[config.mk]
export PLATFORM = sky130hd
export DESIGN_NAME = spi_cmd_fifo
export DESIGN_NICKNAME = d
export VERILOG_FILES = /design/src/rtl/spi_cmd_fifo.sv
export SDC_FILE = /design/constraint.sdc
export NUM_CORES = 1
export LEC_CHECK = 0
export CAP_MARGIN = 15
export CELL_PAD_IN_SITES_DETAIL_PLACEMENT = 1
export CELL_PAD_IN_SITES_GLOBAL_PLACEMENT = 1
export CORE_MARGIN = 4
export CORE_UTILIZATION = 35
export CTS_CLUSTER_SIZE = 40
export DETAILED_ROUTE_END_ITERATION = 12
export DONT_BUFFER_PORTS = 1
export PLACE_DENSITY = 0.57
export SLEW_MARGIN = 20
export SYNTH_ARGS = -nofsm -noshare
export SYNTH_HDL_FRONTEND = slang
export SYNTH_SLANG_ARGS = --single-unit
[constraint.sdc]
create_clock -name clk -period 7.2 [get_ports clk]
set_input_delay 1.44 -clock clk [delete_from_list [all_inputs] [get_ports clk]]
set_output_delay 1.44 -clock clk [all_outputs]
set_load 0.05 [all_outputs]
[src/rtl/spi_cmd_fifo.sv]
// Queues SPI-received words and replays each as a one-cycle register write, at least GAP idle cycles apart.
// Push-to-strobe latency is one cycle; no back-pressure to the SPI side, so words arriving while full are dropped and counted.
module spi_cmd_fifo #(
  parameter int WIDTH = 32,
  parameter int DEPTH = 4,
  parameter int GAP   = 2
) (
  input  logic                   clk,
  input  logic                   reset_n,
  input  logic [WIDTH-1:0]       i_rx_data,
  input  logic                   i_rx_int,
  input  logic                   i_hold,
  input  logic                   i_clr_ovf,
  output logic [WIDTH-1:0]       o_data,
  output logic                   o_data_we,
  output logic [$clog2(DEPTH):0] o_count,
  output logic                   o_empty,
  output logic                   o_full,
  output logic                   o_overflow,
  output logic [31:0]            o_status
);

  localparam int AW = $clog2(DEPTH);
  localparam int CW = AW + 1;
  localparam int GW = (GAP > 0) ? $clog2(GAP + 1) : 1;

  logic [WIDTH-1:0] mem [DEPTH];
  logic [AW-1:0]    wr_ptr;
  logic [AW-1:0]    rd_ptr;
  logic [CW-1:0]    count;
  logic [GW-1:0]    gap_cnt;
  logic [7:0]       drop_cnt;
  logic             push;
  logic             pop;
  logic             drop;

  // A pop frees a slot in the same cycle, so a push into a full FIFO is still accepted then.
  assign pop  = !o_empty && !i_hold && (gap_cnt == '0);
  assign push = i_rx_int && (!o_full || pop);
  assign drop = i_rx_int && o_full && !pop;

  assign o_count = count;
  assign o_empty = (count == '0);
  assign o_full  = (count == CW'(DEPTH));

  // Storage is deliberately not reset; the pointers and count define what is valid.
  always_ff @(posedge clk) begin
    if (push) mem[wr_ptr] <= i_rx_data;
  end

  always_ff @(posedge clk or negedge reset_n) begin
    if (!reset_n) begin
      wr_ptr     <= '0;
      rd_ptr     <= '0;
      count      <= '0;
      gap_cnt    <= '0;
      drop_cnt   <= '0;
      o_overflow <= 1'b0;
      o_data_we  <= 1'b0;
      o_data     <= '0;
      o_status   <= '0;
    end else begin
      o_data_we <= pop;

      if (push) wr_ptr <= wr_ptr + AW'(1);

      if (pop) begin
        rd_ptr <= rd_ptr + AW'(1);
        o_data <= mem[rd_ptr];
      end

      case ({push, pop})
        2'b10:   count <= count + CW'(1);
        2'b01:   count <= count - CW'(1);
        default: count <= count;
      endcase

      // The gap keeps running during hold so a stall never lengthens the spacing.
      if (pop)                gap_cnt <= GW'(GAP);
      else if (gap_cnt != '0) gap_cnt <= gap_cnt - GW'(1);

      if (drop) begin
        o_overflow <= 1'b1;
        if (i_clr_ovf)              drop_cnt <= 8'd1;
        else if (drop_cnt != 8'hFF) drop_cnt <= drop_cnt + 8'd1;
      end else if (i_clr_ovf) begin
        o_overflow <= 1'b0;
        drop_cnt   <= 8'd0;
      end

      o_status <= {o_overflow, 7'd0, drop_cnt, 8'd0, 8'(count)};
    end
  end

endmodule
==> results of run 1 <==
## path summary, 6_finish.rpt
path                                         start                      to  cells after the start
setup / recovery            o_count[1]$_DFFE_PN0P_                 o_empty                      1
hold / removal             drop_cnt[1]$_DFFE_PN0P_  o_status[17]$_DFF_PN0_                      0
setup reg to reg            o_count[2]$_DFFE_PN0P_  o_count[2]$_DFFE_PN0P_                      8
hold reg to reg            drop_cnt[1]$_DFFE_PN0P_  o_status[17]$_DFF_PN0_                      0
max in group asynchronous                  reset_n   rd_ptr[1]$_DFFE_PN0N_                      0
min in group asynchronous                  reset_n  o_data[10]$_DFFE_PN0N_                      0
## final cells by class
type	instances	area share (%)
flip-flops and latches	191	67.2
clock inverters	12	1.61
repair buffers	1	0.0931
well taps	270	4.19
clock buffers	20	5.54
inverters	13	0.621
multi-input cells	155	20.7
## cells in the mapped netlist, types with 3 or more instances
cell,n
buf_4,20
edfxtp_1,128
nor2_1,5
clkbuf_1,6
ha_1,6
o31ai_1,3
xnor2_1,4
inv_1,11
nor3_1,3
mux2_2,34
nand2_1,4
buf_2,7
nand3_1,4
dfrtp_1,63
o21ai_0,4
mux4_2,32
a21oi_1,9
and2_1,4
## power by group
group | internal [uW] | switching (uW)
registers | 1470 | 597
clock network | 498 | 420
logic | 347 | 348
total | 2320 | 1360
## cells by family after synthesis
group	count (synthesis)	synth area share (%)
and+or+nand+nor	36	2.91
other	1	0.0515
muxes	68	15.4
xor gates and xnor gates	5	0.602
DFF	191	74.5
AOI/OAI and AO/OA	19	1.53
buffers and inverters	47	3.70
adders and majority gates	7	1.31
## through the flow
| stage | setup slack (ps) | area (um2) | power, uW | util (%) |
|---|---|---|---|---|
| floorplan | 3620 | 7350 | 2620 | - |
| global placement | 3390 | 7490 | 2800 | 36.8 |
| detailed placement | 3290 | 7490 | 2830 | 36.8 |
| CTS | 3760 | 8070 | 3750 | 39.6 |
| global route | 3660 | 8070 | 3880 | 39.6 |
| finish | 3780 | 8070 | 3680 | 39.6 |
## state kept, by name (all words and copies together) (netlist names)
register / cells
mem: 128
o_data: 32
o_status: 12
drop_cnt: 8
o_count: 3
gap_cnt: 2
rd_ptr: 2
wr_ptr: 2
o_data_we: 1
o_overflow: 1
## metal layers
layer  GRT usage, %  vias to the layer above  routed length (um)
li1               -                     1409                   -
met4           3.21                        0                  79
met1           14.8                     1689                5630
met2           19.8                       85                6820
met5              0                        -                   0
met3           5.31                        6                1100
==> run summary, run 1 <==
Worst Max-Slew Pin Slew: 1050 ps
worst-skew pair later-pin latency: 420 ps
P&R area growth vs syn: 10.8%
Routed WL per cell: 20.6 um
GP Congestion: 0.734
fin. max-slew vios: 0
R2R setup slack: 3890 ps
IO Count: 108
CP arrival: 1980 ps
routed wire length: 13.6 mm
critical path class: flip-flop to output port
Yosys warning count: 0
Slew HR: 29.8%
TritonCTS clock tree: built
most used flip-flop cell after synthesis: edfxtp_1
htree depth: 4
cell taking the most area after synthesis: edfxtp_1
CTS Buf Count: 17
CP required: 5760 ps
# setup viols final: 0
Crit Path Max Fanout: 5
Bufs on Longest Clock Path: 2
worst vdd ir: 0.210 mV
Static Leakage: 0.00284 uW
Routed Antenna Nets: 0
worst hold margin: 440 ps
multi-input logic area: 1670 um2
Fmax: 292 MHz
Vias: 3189
vias in the first global route: 3595
delay-heaviest family, CP: simple AND/OR/NAND/NOR gates
Clock Sinks: 191
main area contributors after synthesis: edfxtp_1 53%, dfrtp_1 22%, mux4_2 9.9%, mux2_2 5.3%, buf_4 2.1%
clk_skew: 10.6 ps
total negative slack: 0 ps
Worst path slowest cell: nor3_2
root cell of the clock tree: clkbuf_16
share of layout cells above drive strength 1: 27.6%
Antenna diodes: 0
commonest non-fill, non-tap cell in the layout: edfxtp_1
Fillers: 1952
Die Ht: 152 um
GRT Total Usage: 12.1%
register area: 5420 um2
Hold Vio Cnt, Final: 0
Yosys cell types: 42
post-synthesis cell count: 374
most frequent cells in the layout: 128 x edfxtp_1, 61 x dfrtp_1, 34 x mux2_2, 32 x mux4_2, 20 x conb_1
Post-synth EDFFs: 128
worst-path cell chain: nor3_2
top cell type's share of synthesized area: 52.8%
CTS resizes: 0
Hold Path Class: flip-flop to flip-flop
Syn Std Cell Area: 7280 um2
max incr delay on CP: 940 ps
PwrDens: 457 nW/um2
die area: 23200 um2
# Post-CTS Setup Buffers: 0
GRT overflow: 0
placed cell count: 630
maxcap violations: 0
synthesized area per cell: 19.5 um2
Async SR Flop Fraction: 33.0%
WP buf/inv: 0
Final #Nets: 423
Horiz. Die Dim: 152 um
RSZ-0062 raised after global routing: no
DRC violations left: 0
#FFs+latches synth: 191
crit end category: output port
hpwl dp: 8.45 mm
sequential area share after synthesis: 74.5%
Non-Filler Instances: 662
port bufs: 0
first-pass GRT wire length: 21.4 mm
vias per inst: 4.82
post-route minimum period: 3420 ps
status: finished, final reports clean
largest net degree at the start of global routing: 64
FP Rows: 52
CTS hold repair buffers: 0
Initial Util: 35.7%
crit path launch type: flip-flop
antenna violations before repair: 0
DRT iter0 DRCs: 224
First-pass DRT Iterations: 4
Core ar.: 20400 um2
final worst path period share: 47.5%
clock transition at the registers of the reported paths: 70 ps
No activity file was read; power rests on OpenSTA's default activity.
==> inputs of run 2 (changes only) <==
Settings changed: PLACE_DENSITY 0.57 to 0.59.
Clock period 7.2 ns to 2.86 ns, I/O delays scaled along.
==> run 2 against run 1 <==
  * Hold slack got worse by 430 ps
  * Count of clock-buffer cells in the layout unchanged
  * Wire length increased by 2.1%
  * Non-clock buffer count increased by 13
  * Core utilization increased by 0.92 points
  * Flip-flop and latch count unchanged
  * Largest cell class unchanged
  * Register-to-register slack got worse by 3600 ps
  * Final area increased by 2.3%
  * Sequential share of layout area decreased by 1.5 points
==> run summary, run 2 (same netlist as run 1, synthesis figures left out) <==
Worst Max-Slew Pin Slew: 907 ps (was 1050 ps)
R2R cell count: 7 (was 8)
GP Congestion: 0.730 (was 0.734)
FP Rows: 52 (unchanged)
worst-skew pair later-pin latency: 440 ps (was 420 ps)
commonest non-fill, non-tap cell in the layout: edfxtp_1 (unchanged)
# setup viols final: 0 (unchanged)
vias per inst: 4.83 (was 4.82)
crit end category: flip-flop (was output port)
root cell of the clock tree: clkbuf_16 (unchanged)
Initial Util: 35.7% (unchanged)
PwrDens: 1160 nW/um2 (was 457 nW/um2)
Routed WL per cell: 20.6 um (about the same)
Final #Nets: 436 (was 423)
clock share of power: 25.8% (was 24.9%)
GRT overflow: 0 (unchanged)
most flop-heavy register: mem (unchanged)
crit path launch type: flip-flop (unchanged)
Clock Sinks: 191 (unchanged)
Fillers: 1924 (was 1952)
Hold Path Class: input port to asynchronous set/reset pin (was flip-flop to flip-flop)
TritonCTS clock tree: built (unchanged)
clk_skew: 14.5 ps (was 10.6 ps)
vias in the first global route: 3656 (was 3595)
htree depth: 4 (unchanged)
DRC violations left: 0 (unchanged)
Routed Antenna Nets: 0 (unchanged)
first-pass GRT wire length: 22.0 mm (was 21.4 mm)
status: finished, final reports clean (unchanged)
Sw Ratio: 35.8% (was 37.1%)
NetSw: 3430 uW (was 1360 uW)
post-route minimum period: 2550 ps
total negative slack: 0 ps (unchanged)
combinational share of power: 20.9% (was 18.9%)
# Post-CTS Setup Buffers: 0 (unchanged)
Crit Path Max Fanout: 26 (was 5)
DRT iter0 DRCs: 204 (was 224)
overall power: 9590 uW (was 3680 uW)
IO Count: 108 (unchanged)
Die Ht: 152 um (unchanged)
Internal: 6160 uW (was 2320 uW)
fin. max-slew vios: 0 (unchanged)
Slew HR: 39.5% (was 29.8%)
max reg flops: 128 (unchanged)
CP required: 2990 ps (was 5760 ps)
Antenna diodes: 0 (unchanged)
antenna violations before repair: 0 (unchanged)
Vias: 3261 (was 3189)
CTS hold repair buffers: 1 (was 0)
Core ar.: 20400 um2 (unchanged)
share of layout cells above drive strength 1: 30.1% (was 27.6%)
most frequent cells in the layout: 128 x edfxtp_1, 61 x dfrtp_1, 34 x mux2_2, 32 x mux4_2, 20 x conb_1 (unchanged)
CP arrival: 2680 ps (was 1980 ps)
critical path class: flip-flop to flip-flop (was flip-flop to output port)
final worst path period share: 89.2%
Bufs on Longest Clock Path: 2 (unchanged)
Hold Vio Cnt, Final: 0 (unchanged)
clock transition at the registers of the reported paths: 70 ps (about the same)
worst vdd ir: 0.549 mV (was 0.210 mV)
Horiz. Die Dim: 152 um (unchanged)
RSZ-0062 raised after global routing: no (unchanged)
Static Leakage: 0.00293 uW (was 0.00284 uW)
P&R area growth vs syn: 13.4% (was 10.8%)
largest net degree at the start of global routing: 64 (unchanged)
port bufs: 0 (unchanged)
maxcap violations: 0 (unchanged)
CTS resizes: 0 (unchanged)
sequential share of power: 53.3% (was 56.2%)
hpwl dp: 8.82 mm (was 8.45 mm)
Fmax: 392 MHz
CTS Buf Count: 17 (unchanged)
biggest regs: mem x128, o_data x32, o_status x12 (unchanged)
die area: 23200 um2 (unchanged)
First-pass DRT Iterations: 4 (unchanged)
GRT Total Usage: 12.5% (was 12.1%)
routed wire length: 13.9 mm (was 13.6 mm)
[run 2: area by class of cell]
type / count / area, um2 / area share [%]
clock inverters: 12 / 184 / 2.23
multi-input cells: 155 / 1670 / 20.2
well taps: 270 / 338 / 4.09
flip-flops and latches: 191 / 5420 / 65.7
clock buffers: 20 / 437 / 5.29
inverters: 13 / 50.0 / 0.607
repair buffers: 14 / 150 / 1.82
[run 2: worst max-delay path: stages, from the launching register on]
cell      delay, ps
dfrtp_1         390
inv_1            60
ha_1            180
nand2b_1        150
or2_2           360
a21oi_1         470
and2_2          380
buf_12          240
[run 2: worst paths after layout]
check,startpoint,end,slack (ps)
setup / recovery,gap_cnt[0]$_DFFE_PN0P_,mem[0][12]$_DFFE_PP_,310
hold / removal,reset_n,o_status[0]$_DFF_PN0_,10
setup reg to reg,gap_cnt[0]$_DFFE_PN0P_,mem[0][12]$_DFFE_PP_,310
hold reg to reg,o_count[1]$_DFFE_PN0P_,o_status[1]$_DFF_PN0_,440
max in group asynchronous,reset_n,o_data[28]$_DFFE_PN0N_,2550
min in group clk,i_clr_ovf,drop_cnt[4]$_DFFE_PN0P_,190
[run 2: power groups by stage]
stage,registers (uW),logic (uW),clock network [uW]
floorplan,5030,1560,0
global placement,5170,2000,0
detailed placement,5200,2040,0
CTS,5140,2070,2550
global route,5210,2210,2670
finish,5110,2010,2470
[run 2: through the flow]
| step | area (um2) | hold slack [ps] | util, % | instances | setup WS [ps] |
|---|---|---|---|---|---|
| final | 8250 | 12.1 | 40.5 | 675 | 308 |
| after global routing | 8250 | 17.5 | 40.5 | 675 | 73.7 |
| after CTS | 8250 | 8.30 | 40.5 | 675 | 245 |
| after detailed placement | 7600 | 280 | 37.3 | 642 | 249 |
| after global placement | 7600 | 280 | 37.3 | 642 | 369 |
| after floorplan | 7360 | 276 | - | 393 | 28.1 |
[run 2: per-layer routing]
| metal | vias to the layer above | routed length (um) | GRT usage, % |
|---|---|---|---|
| li1 | 1432 | - | - |
| met1 | 1721 | 5720 | 15.2 |
| met2 | 97 | 6830 | 20.3 |
| met3 | 11 | 1230 | 6.11 |
| met4 | 0 | 144 | 3.21 |
| met5 | - | 0 | 0 |
